File: src/rtl/pc_gen_ras.sv
// pc_gen_ras: fetch-stage PC generator with an optional circular return-address stack.
// Define NPC_RAS_EN to compile in the return-address stack; without it the RAS outputs are tied off.
module pc_gen_ras #(
  parameter logic [31:0] RESET_PC  = 32'h0000_3000,
  parameter logic [31:0] EXC_VEC   = 32'h0000_4180,
  parameter int          RAS_DEPTH = 4
) (
  input  logic        clk,
  input  logic        reset,
  input  logic        pc_en,
  input  logic        req,
  input  logic        eret,
  input  logic [31:0] epc,
  input  logic [1:0]  npc_op,
  input  logic [31:0] pc_d,
  input  logic [25:0] imm,
  input  logic [31:0] ra,
  input  logic        call,
  input  logic        ret,
  output logic [31:0] pc,
  output logic [31:0] npc,
  output logic [31:0] ras_top,
  output logic        ras_empty,
  output logic        ras_miss
);

  logic [31:0] br_off;
  logic [31:0] br_target;
  logic [31:0] jmp_target;

  assign br_off     = {{14{imm[15]}}, imm[15:0], 2'b00};
  assign br_target  = pc_d + 32'd4 + br_off;
  assign jmp_target = {pc_d[31:28], imm, 2'b00};

  // Exception entry beats eret, which beats the normal next-PC select.
  always_comb begin
    npc = pc + 32'd4;
    if (req) begin
      npc = EXC_VEC;
    end else if (eret) begin
      npc = epc;
    end else begin
      case (npc_op)
        2'b00:   npc = pc + 32'd4;
        2'b01:   npc = br_target;
        2'b10:   npc = jmp_target;
        default: npc = ra;
      endcase
    end
  end

  always_ff @(posedge clk) begin
    if (!reset) begin
      pc <= RESET_PC;
    end else if (pc_en || req) begin
      pc <= npc;
    end
  end

`ifdef NPC_RAS_EN
  localparam int         PW   = $clog2(RAS_DEPTH);
  localparam logic [PW:0] FULL = (PW+1)'(RAS_DEPTH);

  logic [31:0]   stack [RAS_DEPTH];
  logic [PW-1:0] ptr;
  logic [PW-1:0] ptr_m1;
  logic [PW:0]   cnt;
  logic [31:0]   link;
  logic          upd_ok;
  logic          do_push;
  logic          do_pop;
  logic          do_repl;

  // Return lands after the delay slot.
  assign link   = pc_d + 32'd8;
  assign ptr_m1 = ptr - PW'(1);

  assign ras_empty = (cnt == '0);
  assign ras_top   = ras_empty ? 32'd0 : stack[ptr_m1];
  assign ras_miss  = ret && (ras_empty || (ras_top != ra));

  assign upd_ok  = pc_en && !req;
  assign do_repl = upd_ok && call && ret && !ras_empty;
  assign do_push = upd_ok && call && !do_repl;
  assign do_pop  = upd_ok && ret && !call && !ras_empty;

  // Entries are not reset; cnt alone decides validity.
  always_ff @(posedge clk) begin
    if (reset) begin
      if (do_repl) begin
        stack[ptr_m1] <= link;
      end else if (do_push) begin
        stack[ptr] <= link;
      end
    end
  end

  // When full, a push wraps over the oldest slot and cnt stays saturated.
  always_ff @(posedge clk) begin
    if (!reset) begin
      ptr <= '0;
      cnt <= '0;
    end else if (req) begin
      cnt <= '0;
    end else if (do_push) begin
      ptr <= ptr + PW'(1);
      if (cnt != FULL) begin
        cnt <= cnt + 1'b1;
      end
    end else if (do_pop) begin
      ptr <= ptr_m1;
      cnt <= cnt - 1'b1;
    end
  end
`else
  logic unused_ras;

  assign unused_ras = ^{call, ret};
  assign ras_top    = 32'd0;
  assign ras_empty  = 1'b1;
  assign ras_miss   = 1'b0;
`endif

endmodule

File: config.mk
export PLATFORM = sky130hd
export DESIGN_NAME = pc_gen_ras
export DESIGN_NICKNAME = d
export VERILOG_FILES = /design/src/rtl/pc_gen_ras.sv
export SDC_FILE = /design/constraint.sdc
export NUM_CORES = 1
export LEC_CHECK = 0
export CAP_MARGIN = 20
export CORE_MARGIN = 4
export CORE_UTILIZATION = 60
export CTS_CLUSTER_DIAMETER = 120
export DETAILED_ROUTE_END_ITERATION = 8
export DONT_BUFFER_PORTS = 1
export PLACE_DENSITY_LB_ADDON = 0.12
export SYNTH_ARGS = -nofsm -noshare
export SYNTH_HDL_FRONTEND = slang
export SYNTH_SLANG_ARGS = --single-unit
File: constraint.sdc
create_clock -name clk -period 7 [get_ports clk]
set_clock_uncertainty 0.2 [all_clocks]
set_input_delay 2.1 -clock clk [delete_from_list [all_inputs] [get_ports clk]]
set_output_delay 2.1 -clock clk [all_outputs]
set_load 0.02 [all_outputs]
==> impl_summary.txt <==
----------------------------------------------------
[Floorplan]
  Die Outline Area ... 0.01053 mm^2
  Floorplan Core Area ... a little under 0.009 mm^2
  Total I/O pin count ... ~230
  Y dimension of the die ... 102.6 um
  Overall die width ... between 100 and 150 um
  Starting Density ... 0.6156
  Std cell rows ... 34

[Place]
  Setup WS pre-CTS ... -0.3194 ns
  Port buffer count ... 0
  Placer's final routability congestion estimate ... between 0.9 and 1
  Half-perimeter wire length after detailed placement ... around 14000 um

[Global routing]
  Overflow after GRT ... 0
  Total global-route track usage ... 0.3214
  Wire length of the first global-routing pass ... between 20000 and 30000 um
  Antenna violations before repair ... 0
  Largest net degree at the start of global routing ... 64
  Via count of the first global-routing pass ... around 5200

[STA]
  Final Cycle Share ... 1.015
  Summed negative setup slack over all endpoints ... -0.3127 ns
  Highest clock rate ... between 0.1 and 0.15 GHz
  Max-Slew Margin vs Limit ... 0.2904
  Worst-margin pin slew ... between 1 and 1.5 ns
  Endpoints failing setup ... 7
  Hold Violations, Final ... 0
  Unrepaired setup endpoints after global routing ... yes
  Final max-slew violation count ... 0
  Period minus WS final ... ~7.1 ns
  Worst setup slack after layout ... -0.1049 ns

[Logic synthesis]
  Total of warnings raised by yosys ... 0
  Fraction of synthesis flops using an asynchronous set or reset pin ... 0
  Number of enable flip-flop cells after synthesis ... 0
  Fraction of post-synthesis cell area in the top cell type by area ... 0.1352
  Share of the yosys chip area belonging to registers ... 0.1193
  Average size of a mapped cell ... between 7 and 8 um^2
  Top post-synthesis cells by area ... ha_1 14%, dfxtp_1 12%, a21oi_1 5.7%
  Number of distinct library cells after synthesis ... 77
  Gate Count Post-Synth ... 710
  Register bit count reported by yosys ... 32
  Netlist Area Pre-Place ... 0.005369 mm^2
  Primary flip-flop cell chosen by synthesis mapping ... dfxtp_1
  Synth area leader ... ha_1

[Worst setup path]
  Cell family contributing the most delay on the critical path ... compound AO/OA/AOI/OAI gates
  Startpoint types ... input port
  Worst Path Required ... between 4 and 5 ns
  CP cell instances ... ha_4, ha_4, inv_2, fa_2, nand2b_4, a21oi_4, o211ai_1, buf_4, a2111oi_4, buf_4, nor2_2, xnor2_2, a21oi_1, or2_1, nor2_1, buf_4
  Max stage delay cell, worst path ... fa_2
  Crit Path Category ... in -> out
  CP max stage delay ... about 0.34 ns
  Critical path's most frequent cell ... buf_4
  CP max FO ... 3
  Data arrival time of the critical path ... ~4.8 ns
  Bufs and invs on worst path ... 4
  Critical Path End Type ... output pin

[Layout]
  Area growth from synthesis to layout ... 18.69%
  Diode count ... 0
  Top flop regs ... pc (32)
  Proportion of layout cells with a drive suffix above 1 ... 0.2497
  Max reg flops ... 32
  Final core area utilization ... 0.7307
  NumNets Final ... approximately 950
  Largest reg by FF count ... pc

[Power and ir drop]
  Design Power ... between 900 and 1000 uW
  Gate power share ... 0.577
  Internal power ... approximately 540 uW
  Part of the total power dissipated in the clock network ... 0.186
  Share of power burned in registers ... 0.237
  P_sw ... about 390 uW
  Power Dens Cells ... 146.5 mW/mm^2
  Worst IR drop on VDD ... roughly 0.21 mV
  Fraction of power spent switching nets ... 0.4213
  Pleak ... 0.002723 uW

[Route]
  Iteration count of the initial detailed-routing pass ... 5
  Residual DRC ... 0
  Avg Vias per Cell ... 6.694
  Number of DRC markers after the initial detailed-route iteration ... 540
  Wire length per cell ... about 22 um
  Via Count ... a little under 6000
  Antenna-violating nets left ... 0
  DRT Wirelength ... 19060 um

[Clock tree]
  Clock net sink count ... 32
  CTS hold repair buffers ... 0
  Maximum root-to-sink buffer count ... 2
  Maximum level of the CTS H-tree ... 2
  Later-pin clock latency in the skew report ... 0.29 ns
  Clock-pin slew on the worst setup and hold paths ... 0.07 ns
  Num CTS Buffers ... 5
  TritonCTS clock tree ... yes
  Root buffer cell ... clkbuf_8

[Job]
  Maximum Capacitance Violations ... 0

[Min path]
  Hold Path Class ... reg -> reg

[Run status]
  Result of the run ... finished, violations left
  Failing checks ... setup timing

----------------------------------------------------
## cell usage in the layout (no fill, tap or decap), types with 4 or more instances in the layout
cell,n
nor3_1,9
o21bai_1,4
mux4_2,12
dfxtp_1,32
and3_1,13
nand3_1,26
o21a_1,5
a21oi_1,53
clkbuf_8,5
a31oi_1,6
xnor2_1,24
ha_4,17
a21o_1,12
o31ai_1,7
nand2_1,65
a211oi_1,4
nand4_1,18
nor2_1,62
a21oi_2,9
inv_2,4
ha_1,40
buf_4,79
mux2i_1,21
nor2b_1,7
conb_1,34
inv_1,11
o211ai_1,12
o21ai_0,39
nor2_2,5
nor2_4,4
xor2_1,24
## cell families (layout without fill, tap and decap cells)
kind of cell               after synthesis  in the layout  share of synthesized area
muxes                                   38             38                    0.09974
AOI/OAI and AO/OA                      195            195                     0.2349
buffers and inverters                   90            105                     0.1021
adders and majority gates               59             59                     0.1389
other                                    2             34                   0.001399
and+or+nand+nor                        243            243                     0.2205
DFF                                     32             32                     0.1193
xor gates and xnor gates                51             51                    0.08320
## worst min-delay path, delay by kind of cell, from the launching register on
family | cells | cell delay, ns
DFF | 1 | 0.44
and+or+nand+nor | 1 | 0.11
AOI/OAI and AO/OA | 1 | 0.06
## cell usage after synthesis, drive strengths merged, types with 4 or more instances
cell / count
mux2i: 22
a21oi: 64
clkbuf: 27
ha: 58
o211ai: 12
inv: 16
nor2b: 7
o21bai: 5
dfxtp: 32
a31oi: 6
xnor2: 27
o22ai: 4
nand3: 28
nand4: 19
buf: 44
o31ai: 8
a211oi: 6
or2: 4
nand2b: 5
and3: 15
o221ai: 4
nand2: 66
xor2: 24
a21o: 12
o21a: 5
mux4: 12
mux2: 4
nor3: 13
o21ai: 41
nor2: 71
## power groups by stage
stage | registers, uW | logic, uW | clock network, uW
after floorplan | 218 | 343 | 0
after global placement | 224 | 428 | 0
after detailed placement | 225 | 437 | 0
after CTS | 221 | 463 | 174
after global routing | 223 | 576 | 184
final | 221 | 538 | 174
## final timing paths
kind                       start                   to  slack (ns)  cells past startpoint
max                      pc_d[3]              npc[25]       -0.10                     16
min          pc[17]$_SDFFE_PN0P_  pc[17]$_SDFFE_PN0P_        0.45                      2
max reg2reg   pc[8]$_SDFFE_PN0P_  pc[30]$_SDFFE_PN0P_        3.78                     11
min reg2reg  pc[17]$_SDFFE_PN0P_  pc[17]$_SDFFE_PN0P_        0.45                      2
## routing by layer
metal,global-route usage,up-vias,wire (um)
met4,0.09183,0,615
met2,0.5204,412,8866
met1,0.4339,2678,7308
met5,0,-,0
li1,-,2641,-
met3,0.06495,59,2268
## area by class of cell
class | count | area (um^2)
clock buffer | 6 | 72.57
clock inverter | 2 | 35.03
fill | 675 | 2349
inverter | 17 | 66.31
multi-input combinational | 620 | 4818
sequential | 32 | 640.6
tap | 108 | 135.1
timing repair buffer | 80 | 604.3
## repair_timing
action	CTS	global route
pin swaps	22	39
resized for setup	32	55
hold endpoints to repair	0	0
buffers inserted	5	10
endpoints found under the setup margin	12	18
## through the flow
step                      hold WS, ns  cells  area, um^2
after floorplan                0.3812    742        5503
after global routing           0.4955    865        6372
after CTS                      0.4464    856        5956
final                          0.4530    865        6372
after detailed placement       0.4368    843        5649
after global placement         0.4255    843        5649
Power figures use the tool's default switching activity.
